===== config.mk =====
export PLATFORM = sky130hd
export DESIGN_NAME = doc_uart_sender
export DESIGN_NICKNAME = d
export VERILOG_FILES = /design/src/rtl/doc_pkg.sv /design/src/rtl/uart_tx_byte.sv /design/src/rtl/doc_uart_sender.sv
export SDC_FILE = /design/constraint.sdc
export NUM_CORES = 1
export LEC_CHECK = 0
export BUFFER_PORTS_ARGS = -buffer_cell sky130_fd_sc_hd__buf_2
export CELL_PAD_IN_SITES_DETAIL_PLACEMENT = 0
export CELL_PAD_IN_SITES_GLOBAL_PLACEMENT = 1
export CORE_ASPECT_RATIO = 0.6
export CORE_MARGIN = 1.5
export CORE_UTILIZATION = 39
export CTS_BUF_LIST = sky130_fd_sc_hd__clkbuf_16
export DETAILED_ROUTE_END_ITERATION = 6
export PLACE_DENSITY = 0.75
export REMOVE_ABC_BUFFERS = 1
export SYNTH_ARGS = -nofsm -noshare
export SYNTH_HDL_FRONTEND = slang
export SYNTH_SLANG_ARGS = --single-unit
export TNS_END_PERCENT = 50

===== constraint.sdc =====
create_clock -name clk -period 2.2 [get_ports clk]
set_input_delay 0 -clock clk [delete_from_list [all_inputs] [get_ports clk]]
set_output_delay 0 -clock clk [all_outputs]
set_load 0.1 [all_outputs]

===== src/rtl/doc_pkg.sv =====
// ============================================================================
// Package  : doc_pkg
// Brief    : Document geometry, control characters and sender FSM encoding.
// Revision : 1.0 - initial release
// ============================================================================
`default_nettype none

package doc_pkg;

    localparam int DOC_ROWS   = 15;
    localparam int DOC_COLS   = 20;
    localparam int DOC_ADDR_W = 9;

    localparam logic [7:0] CHAR_SPACE = 8'h20;
    localparam logic [7:0] CHAR_CR    = 8'h0D;
    localparam logic [7:0] CHAR_LF    = 8'h0A;

    typedef enum logic [2:0] {
        ST_IDLE  = 3'd0,
        ST_FETCH = 3'd1,
        ST_SEND  = 3'd2,
        ST_CR    = 3'd3,
        ST_LF    = 3'd4,
        ST_DONE  = 3'd5
    } doc_state_e;

    // Empty cells are stored as NUL but must print as blanks.
    function automatic logic [7:0] map_cell(input logic [7:0] b);
        return (b == 8'h00) ? CHAR_SPACE : b;
    endfunction

endpackage

`default_nettype wire


===== src/rtl/uart_tx_byte.sv =====
// ============================================================================
// Module   : uart_tx_byte
// Brief    : 8N1 byte serializer; accepts a new byte in the final stop cycle.
// Revision : 1.0 - initial release
// ============================================================================
`default_nettype none

module uart_tx_byte #(
    parameter int CLKS_PER_BIT = 217
) (
    input  logic       clk,
    input  logic       rst,
    input  logic       load,
    input  logic [7:0] data,
    output logic       tx,
    output logic       frame_done
);

    localparam int                  c_BAUD_W    = (CLKS_PER_BIT > 1) ? $clog2(CLKS_PER_BIT) : 1;
    localparam logic [c_BAUD_W-1:0] c_BAUD_LAST = c_BAUD_W'(CLKS_PER_BIT - 1);
    localparam logic [3:0]          c_BIT_LAST  = 4'd9;

    logic [c_BAUD_W-1:0] r_baud;
    logic [3:0]          r_bit;
    logic [9:0]          r_shift;
    logic                r_busy;

    logic w_bit_end;
    logic w_last;
    logic w_accept;

    assign w_bit_end = (r_baud == c_BAUD_LAST);
    assign w_last    = r_busy && w_bit_end && (r_bit == c_BIT_LAST);
    // Accepting during the last stop cycle keeps consecutive frames gapless.
    assign w_accept  = load && (!r_busy || w_last);

    always_ff @(posedge clk) begin
        if (rst) begin
            r_baud  <= '0;
            r_bit   <= '0;
            r_shift <= '1;
            r_busy  <= 1'b0;
        end else if (w_accept) begin
            r_baud  <= '0;
            r_bit   <= '0;
            r_shift <= {1'b1, data, 1'b0};
            r_busy  <= 1'b1;
        end else if (r_busy) begin
            if (w_bit_end) begin
                r_baud  <= '0;
                r_shift <= {1'b1, r_shift[9:1]};
                if (r_bit == c_BIT_LAST) begin
                    r_busy <= 1'b0;
                    r_bit  <= '0;
                end else begin
                    r_bit <= r_bit + 4'd1;
                end
            end else begin
                r_baud <= r_baud + c_BAUD_W'(1);
            end
        end
    end

    assign tx         = r_shift[0];
    assign frame_done = w_last;

endmodule

`default_nettype wire


===== src/rtl/doc_uart_sender.sv =====
// ============================================================================
// Module   : doc_uart_sender
// Brief    : Walks the document RAM row by row and streams it as 8N1 with CR LF.
// Revision : 1.0 - initial release
// ============================================================================
`default_nettype none

module doc_uart_sender
    import doc_pkg::*;
#(
    parameter int CLK_HZ = 25_000_000,
    parameter int BAUD   = 115200,
    parameter int ROWS   = DOC_ROWS,
    parameter int COLS   = DOC_COLS
) (
    input  logic                  clk,
    input  logic                  rst,
    input  logic                  start,
    output logic                  rd_en,
    output logic [DOC_ADDR_W-1:0] rd_addr,
    input  logic [7:0]            rd_data,
    output logic                  tx,
    output logic                  busy,
    output logic                  done
);

    localparam int         c_CLKS_PER_BIT = CLK_HZ / BAUD;
    localparam logic [4:0] c_COL_LAST     = 5'(COLS - 1);
    localparam logic [3:0] c_ROW_LAST     = 4'(ROWS - 1);

    doc_state_e r_state;
    doc_state_e w_state_nxt;
    logic [3:0] r_row;
    logic [3:0] w_row_nxt;
    logic [4:0] r_col;
    logic [4:0] w_col_nxt;
    logic       w_load;
    logic [7:0] w_data;
    logic       w_frame_done;

    uart_tx_byte #(
        .CLKS_PER_BIT(c_CLKS_PER_BIT)
    ) u_tx (
        .clk        (clk),
        .rst        (rst),
        .load       (w_load),
        .data       (w_data),
        .tx         (tx),
        .frame_done (w_frame_done)
    );

    always_ff @(posedge clk) begin
        if (rst) begin
            r_state <= ST_IDLE;
            r_row   <= '0;
            r_col   <= '0;
        end else begin
            r_state <= w_state_nxt;
            r_row   <= w_row_nxt;
            r_col   <= w_col_nxt;
        end
    end

    // CR and LF are loaded on the stop-bit cycle of the preceding frame so
    // they follow it without an idle gap; only character fetches add a cycle.
    always_comb begin
        w_state_nxt = r_state;
        w_row_nxt   = r_row;
        w_col_nxt   = r_col;
        w_load      = 1'b0;
        w_data      = CHAR_SPACE;
        case (r_state)
            ST_IDLE: begin
                if (start) begin
                    w_row_nxt   = '0;
                    w_col_nxt   = '0;
                    w_state_nxt = ST_FETCH;
                end
            end
            ST_FETCH: begin
                w_load      = 1'b1;
                w_data      = map_cell(rd_data);
                w_state_nxt = ST_SEND;
            end
            ST_SEND: begin
                if (w_frame_done) begin
                    if (r_col < c_COL_LAST) begin
                        w_col_nxt   = r_col + 5'd1;
                        w_state_nxt = ST_FETCH;
                    end else begin
                        w_load      = 1'b1;
                        w_data      = CHAR_CR;
                        w_state_nxt = ST_CR;
                    end
                end
            end
            ST_CR: begin
                if (w_frame_done) begin
                    w_load      = 1'b1;
                    w_data      = CHAR_LF;
                    w_state_nxt = ST_LF;
                end
            end
            ST_LF: begin
                if (w_frame_done) begin
                    if (r_row < c_ROW_LAST) begin
                        w_row_nxt   = r_row + 4'd1;
                        w_col_nxt   = '0;
                        w_state_nxt = ST_FETCH;
                    end else begin
                        w_state_nxt = ST_DONE;
                    end
                end
            end
            ST_DONE: begin
                w_state_nxt = ST_IDLE;
            end
            default: begin
                w_state_nxt = ST_IDLE;
            end
        endcase
    end

    assign rd_en   = (r_state == ST_FETCH);
    assign rd_addr = {r_row, r_col};
    assign busy    = (r_state != ST_IDLE) && (r_state != ST_DONE);
    assign done    = (r_state == ST_DONE);

endmodule

`default_nettype wire


; ---- After elaboration in Yosys (flattened, before gate mapping)
; Index checks and enable logic that the tools add are counted.
[classes]
magnitude_cmp = 2
n_shift = 0
div = 0
multipliers = 0
n_bitwise = 0
eq_ne = 14
add_sub_neg = 4
muxes = 35
reduce_logical = 19
[ops]
columns = operator, n
row1 = 2-to-1 mux 9 bit, 3
row2 = 2-to-1 mux 5 bit, 5
row3 = one-hot mux 8 bit (3 select lines), 1
row4 = 2-to-1 mux 6 bit, 3
row5 = 2-to-1 mux 4 bit, 4
row6 = 2-to-1 mux 8 bit, 2
row7 = 2-to-1 mux 3 bit, 5
row8 = one-hot mux 3 bit (5 select lines), 1
row9 = one-hot mux 5 bit (3 select lines), 1
row10 = "adder 4 x 1 -> 4 bit, second input constant", 2
row11 = "adder 8 x 1 -> 8 bit, second input constant", 1
row12 = "== test 8 bit, second input constant", 1
row13 = zero test 8 bit, 1
row14 = one-hot mux 4 bit (2 select lines), 1
row15 = AND reduction 4 bit, 2
row16 = 2-to-1 mux 1 bit, 7
row17 = "== test 3 x 2 -> 1 bit, second input constant", 2
row18 = "== test 3 bit, second input constant", 2
row19 = "inequality test 2 x 1 -> 1 bit, second input constant", 3
row20 = "inequality test 2 bit, second input constant", 3
row21 = AND reduction 6 bit, 1
row22 = nonzero test 2 bit, 3
row23 = nonzero test 3 bit, 2
row24 = "adder 5 x 1 -> 5 bit, second input constant", 1
row25 = other kinds (13), 17
[word_totals]
mem_count = 0
out_inout_bits = 13
elab_cells = 81
rom_bits = 0
mem_bits_rw = 0
register_bits = 34
latchBits = 0

; ---- Longest topological paths before layout
[logic_depth]
ltp_word = 8
ltp_mapped = 8
depth_no_buf = 7

; ---- Cells and area by module
; Synthesis repeated with hierarchy kept, for this count alone.
[unflattened]
hier_cells = 248
area_unflattened_um2 = 2050.7
[modules_own_cells]
columns = mod, n_inst, area_per_inst_um2, cells_per_inst, seq_area_each_um2
row1 = uart_tx_byte, 1, 1162.4, 138, 440.4
row2 = doc_uart_sender, 1, 888.4, 110, 240.2

; ---- Worst setup path after synthesis
; OpenSTA, ideal clock, no wires.
[synth_timing]
path_type = reg2reg
from = register r_state[1]
to = register u_tx.r_baud[2]
stages_incl_launch_ff = 6
arrival_ps = 2407
path_buffers = 1
slack_ps = -326
required_ps = 2081
path_cell_list = dfxtp_1 > clkbuf_1 > nand2b_1 > nor2_1 > a211o_1 > nor2_1
[synth_between]
elab_chain_cells = 4
elab_cells_between_ends = 6
cone_classes = 3 x eq/ne / 1 x mux / 2 x reduce/logical
[synth_lines]
columns = item, line
row1 = "start, declared", doc_uart_sender.sv:31  ; doc_state_e r_state;
row2 = "start signal, assigned", doc_uart_sender.sv:58  ; r_state <= w_state_nxt;
row3 = == test 3 x 1 -> 1 bit, n/a
row4 = via rd_en, doc_uart_sender.sv:19  ; output logic rd_en,
row5 = one-hot mux 1 bit (3 select lines), doc_uart_sender.sv:72  ; case (r_state)
row6 = logical AND 1 bit, uart_tx_byte.sv:35  ; assign w_accept = load && (!r_busy || w_last);
row7 = OR reduction 2 bit (no line), n/a
row8 = "end signal, assigned", uart_tx_byte.sv:59  ; r_baud <= r_baud + c_BAUD_W'(1);
row9 = "end, declared", uart_tx_byte.sv:23  ; logic [c_BAUD_W-1:0] r_baud;
; The timed path passes the listed nets, and every way through them passes these cells.
; A chain may end at the register's enable or synchronous reset.

; ---- Final worst setup path
[layout_timing]
from = register u_tx.r_baud[0]
to = register u_tx.r_shift[7]
[layout_between]
elab_chain_cells = 8
elab_cells_between_ends = 12
cone_classes = 1 x eq/ne / 4 x mux / 7 x reduce/logical
[layout_lines]
columns = item, line
row1 = == test 8 bit *, uart_tx_byte.sv:32  ; assign w_bit_end = (r_baud == c_BAUD_LAST);
row2 = logical AND 1 bit (2 in series), uart_tx_byte.sv:33  ; assign w_last = r_busy && w_bit_end && (r_bit == c_BIT_LAST);
row3 = 2-to-1 mux 1 bit (on tied branches), "doc_uart_sender.sv:98, doc_uart_sender.sv:86"
row4 = one-hot mux 1 bit (3 select lines), doc_uart_sender.sv:72
row5 = logical AND 1 bit, uart_tx_byte.sv:35
row6 = nonzero test 2 bit (no line), n/a
row7 = AND reduction 2 bit (no line), n/a
row8 = "end signal, assigned", uart_tx_byte.sv:46  ; r_shift <= {1'b1, data, 1'b0};
row9 = "end signal, assigned", uart_tx_byte.sv:51  ; r_shift <= {1'b1, r_shift[9:1]};
row10 = "end, declared", uart_tx_byte.sv:25  ; logic [9:0] r_shift;
; Every way passes the cells marked *; elsewhere a longest branch is shown, timed or not.

==> metrics.txt <==
unrepaired setup endpoints after global routing false; Slew headroom 45.7%; TritonCTS buffer count 5; CP Max Fanout 15; placed cells 307; GRT overflow 0; CORE AREA 4640 sq um; peak supply drop 385 uV; wire length on met1 2590 microns; number of diodes 0; Post-route DRC 0; DP HPWL 3100 microns; Flop pwr share 42.5%; Vias/cell 5.32; period utilization 93.1%; worst setup margin 0.152 ns; CP endpoint kind register; wire length on met2 1520 microns; RePlAce Congestion 0.757; drt wl/cell 13.8 microns; Clock Sinks 34; Site Rows 19; Slew Limit Fails 0; Final Critical Period 2.05 ns; Die Ht 57.2 microns; switching share of power 27.8%; worst min-delay path class in -> reg; CP Data Required Time 2.36 ns; Async S/R FF share, synth 0%; IO Port Bufs 23; clk buf depth 2; Nets 268; Fmax 0.488 GHz; share of cells above drive strength 1 22.8%; Met3 Routed Length 217 microns; clock share of power 42.4%; library cells used by synthesis 47; max-cap viol count 0; DRT antenna net count 0; Final Non-Filler Cells 317; vias in the first global route 1490; DRT Wirelength 4360 microns; Setup CP Type reg -> reg; final hold violation count 0; Startpoint Class register; Reg clk slew, reported paths 0.05 ns; 1st-pass router iterations 4; status complete, no violations; Post-synth EDFFs 0; cells after synthesis 223; final setup fails 0; initial antenna violation count 0; sw power 433 uW; Most used DFF post-synth dfxtp_1; Starting DRT DRC Count 115; syn avg cell area 8.56 sq um; Mapped Area 1910 sq um; CTS H-tree lvls 2; Initial Utilization 41.2%; gr usage total 17.9%; routed vias 1686; Area Growth Syn to Fin 21.5%; pre-CTS setup slack 0.127 ns; sequential fraction of the synthesis area 35.7%; Arr. time, crit path 2.21 ns; first-pass GRT wire length 7420 microns; CTS tree yes; max layer used met4; largest net degree at the start of global routing 32; Pint 1120 uW; CTS root buf clkbuf_16; Least-Margin Pin Slew 0.807 ns; Ports 24; Clk Latency, worst-skew pair 0.28 ns; Die Width 93.3 microns; Comb power frac 15.1%; Fin Clk Skew 0.00704 ns; Pwr Density 672 nW/um^2; flop and latch count out of synthesis 34; leak pwr 0.000924 uW; DIE AREA 5330 sq um; Syn. warnings 0
[registers in the layout (all words and copies together), names as in the netlist]
signal,flops
u_tx.r_shift,9
u_tx.r_busy,1
u_tx.r_baud,8
r_row,4
r_col,5
r_state,3
u_tx.r_bit,4
[power by group through the flow]
stage	Combinational (uW)	Sequential (uW)	Clock (uW)
2_1_floorplan	129	704	0
3_3_place_gp	227	675	0
3_5_place_dp	226	675	0
4_1_cts	231	662	672
5_1_grt	254	666	704
6_report	235	662	660
[critical path: stages, from the launching register on]
cell and delay [ns]:
dfxtp_1 0.32, inv_1 0.09, ha_1 0.16, nand4_1 0.11, buf_4 0.19, nor3_2 0.22, buf_12 0.18, mux2_2 0.33
a221o_1 0.33
[per-stage QoR]
stage | util [%] | hold slack (ns) | area [sq um] | TNS (ns) | total power (uW)
final | 50.0 | 0.0294 | 2320 | 0 | 1560
after global routing | 50.0 | 0.0479 | 2320 | 0 | 1620
after CTS | 49.4 | 0.0191 | 2290 | 0 | 1560
after detailed placement | 46.0 | 0.252 | 2130 | 0 | 901
after global placement | 46.0 | 0.252 | 2130 | 0 | 902
after floorplan | - | 0.0691 | 1850 | -4.53 | 833
[cell type report]
| cell class | count | area, sq um |
|---|---|---|
| repair buffers | 36 | 230 |
| well taps | 63 | 78.8 |
| fillers | 465 | 2320 |
| clock buffers | 5 | 125 |
| flip-flops and latches | 34 | 681 |
| multi-input cells | 169 | 1160 |
| inverters | 7 | 26.3 |
| clock inverters | 3 | 12.5 |
[synth_stat cells, drive strengths merged (2+ instances only)]
library cell	count	area share [%]
or3	5	1.6
o21ai	11	2.9
xnor2	2	0.92
nand2b	2	0.66
a21oi	14	3.7
a21boi	3	1.2
nor2b	3	0.98
nand4	9	3.0
mux2	9	5.3
a31oi	5	1.6
inv	7	1.4
a211o	5	2.3
a21o	3	1.2
mux2i	7	3.7
nand2	11	2.2
ha	4	2.6
and3	4	1.3
buf	4	1.5
nor3	9	2.6
nor4	7	3.9
clkbuf	9	1.8
and2	2	0.66
nand3	7	1.8
nor2	25	4.9
a221o	2	1.0
xor2	6	2.8
dfxtp	34	36
[cells in the final DEF, fill, tap and decap left out, types with 5 or more instances in the layout]
cell	n
a211o_1	5
nand2_1	11
nor3_1	8
nand4_1	9
o21ai_0	10
buf_4	10
a31oi_1	5
dfxtp_1	34
nand3_1	7
clkbuf_16	5
buf_2	23
a21oi_1	14
xor2_1	6
inv_1	8
nor4_1	5
nor2_1	25
or3_1	5
mux2i_1	7
mux2_2	9
[cell families after synthesis]
group | after synthesis | synth area share [%]
xor+xnor | 8 | 3.67
fa+ha+maj | 4 | 2.62
compound gates | 51 | 18.2
mux | 16 | 8.98
simple gates | 90 | 26.2
flops | 34 | 35.7
buf+inv | 20 | 4.66
[path summary, 6_finish.rpt]
| path | end | depth (start not counted) | slack, ns | from |
|---|---|---|---|---|
| max | u_tx.r_shift[7] | 8 | 0.15 | u_tx.r_baud[0] |
| min | u_tx.r_shift[4] | 3 | 0.03 | rd_data[3] |
| min reg2reg | u_tx.r_baud[7] | 2 | 0.50 | u_tx.r_baud[7] |
| max reg2reg | u_tx.r_shift[7] | 8 | 0.15 | u_tx.r_baud[0] |
[per-layer routing]
metal / up-vias / global-route usage (%)
met4: 0 / 4.55
met2: 33 / 21.4
met5: - / 0
li1: 877 / -
met3: 4 / 4.80
met1: 772 / 29.7
[what timing repair did]
item                       CTS  global route
resized for setup            0             4
hold endpoints to repair     2             0
setup endpoints to repair    0             1
setup buffers                0             0
hold buffers                 2             0
No activity file was read; power rests on OpenSTA's default activity.
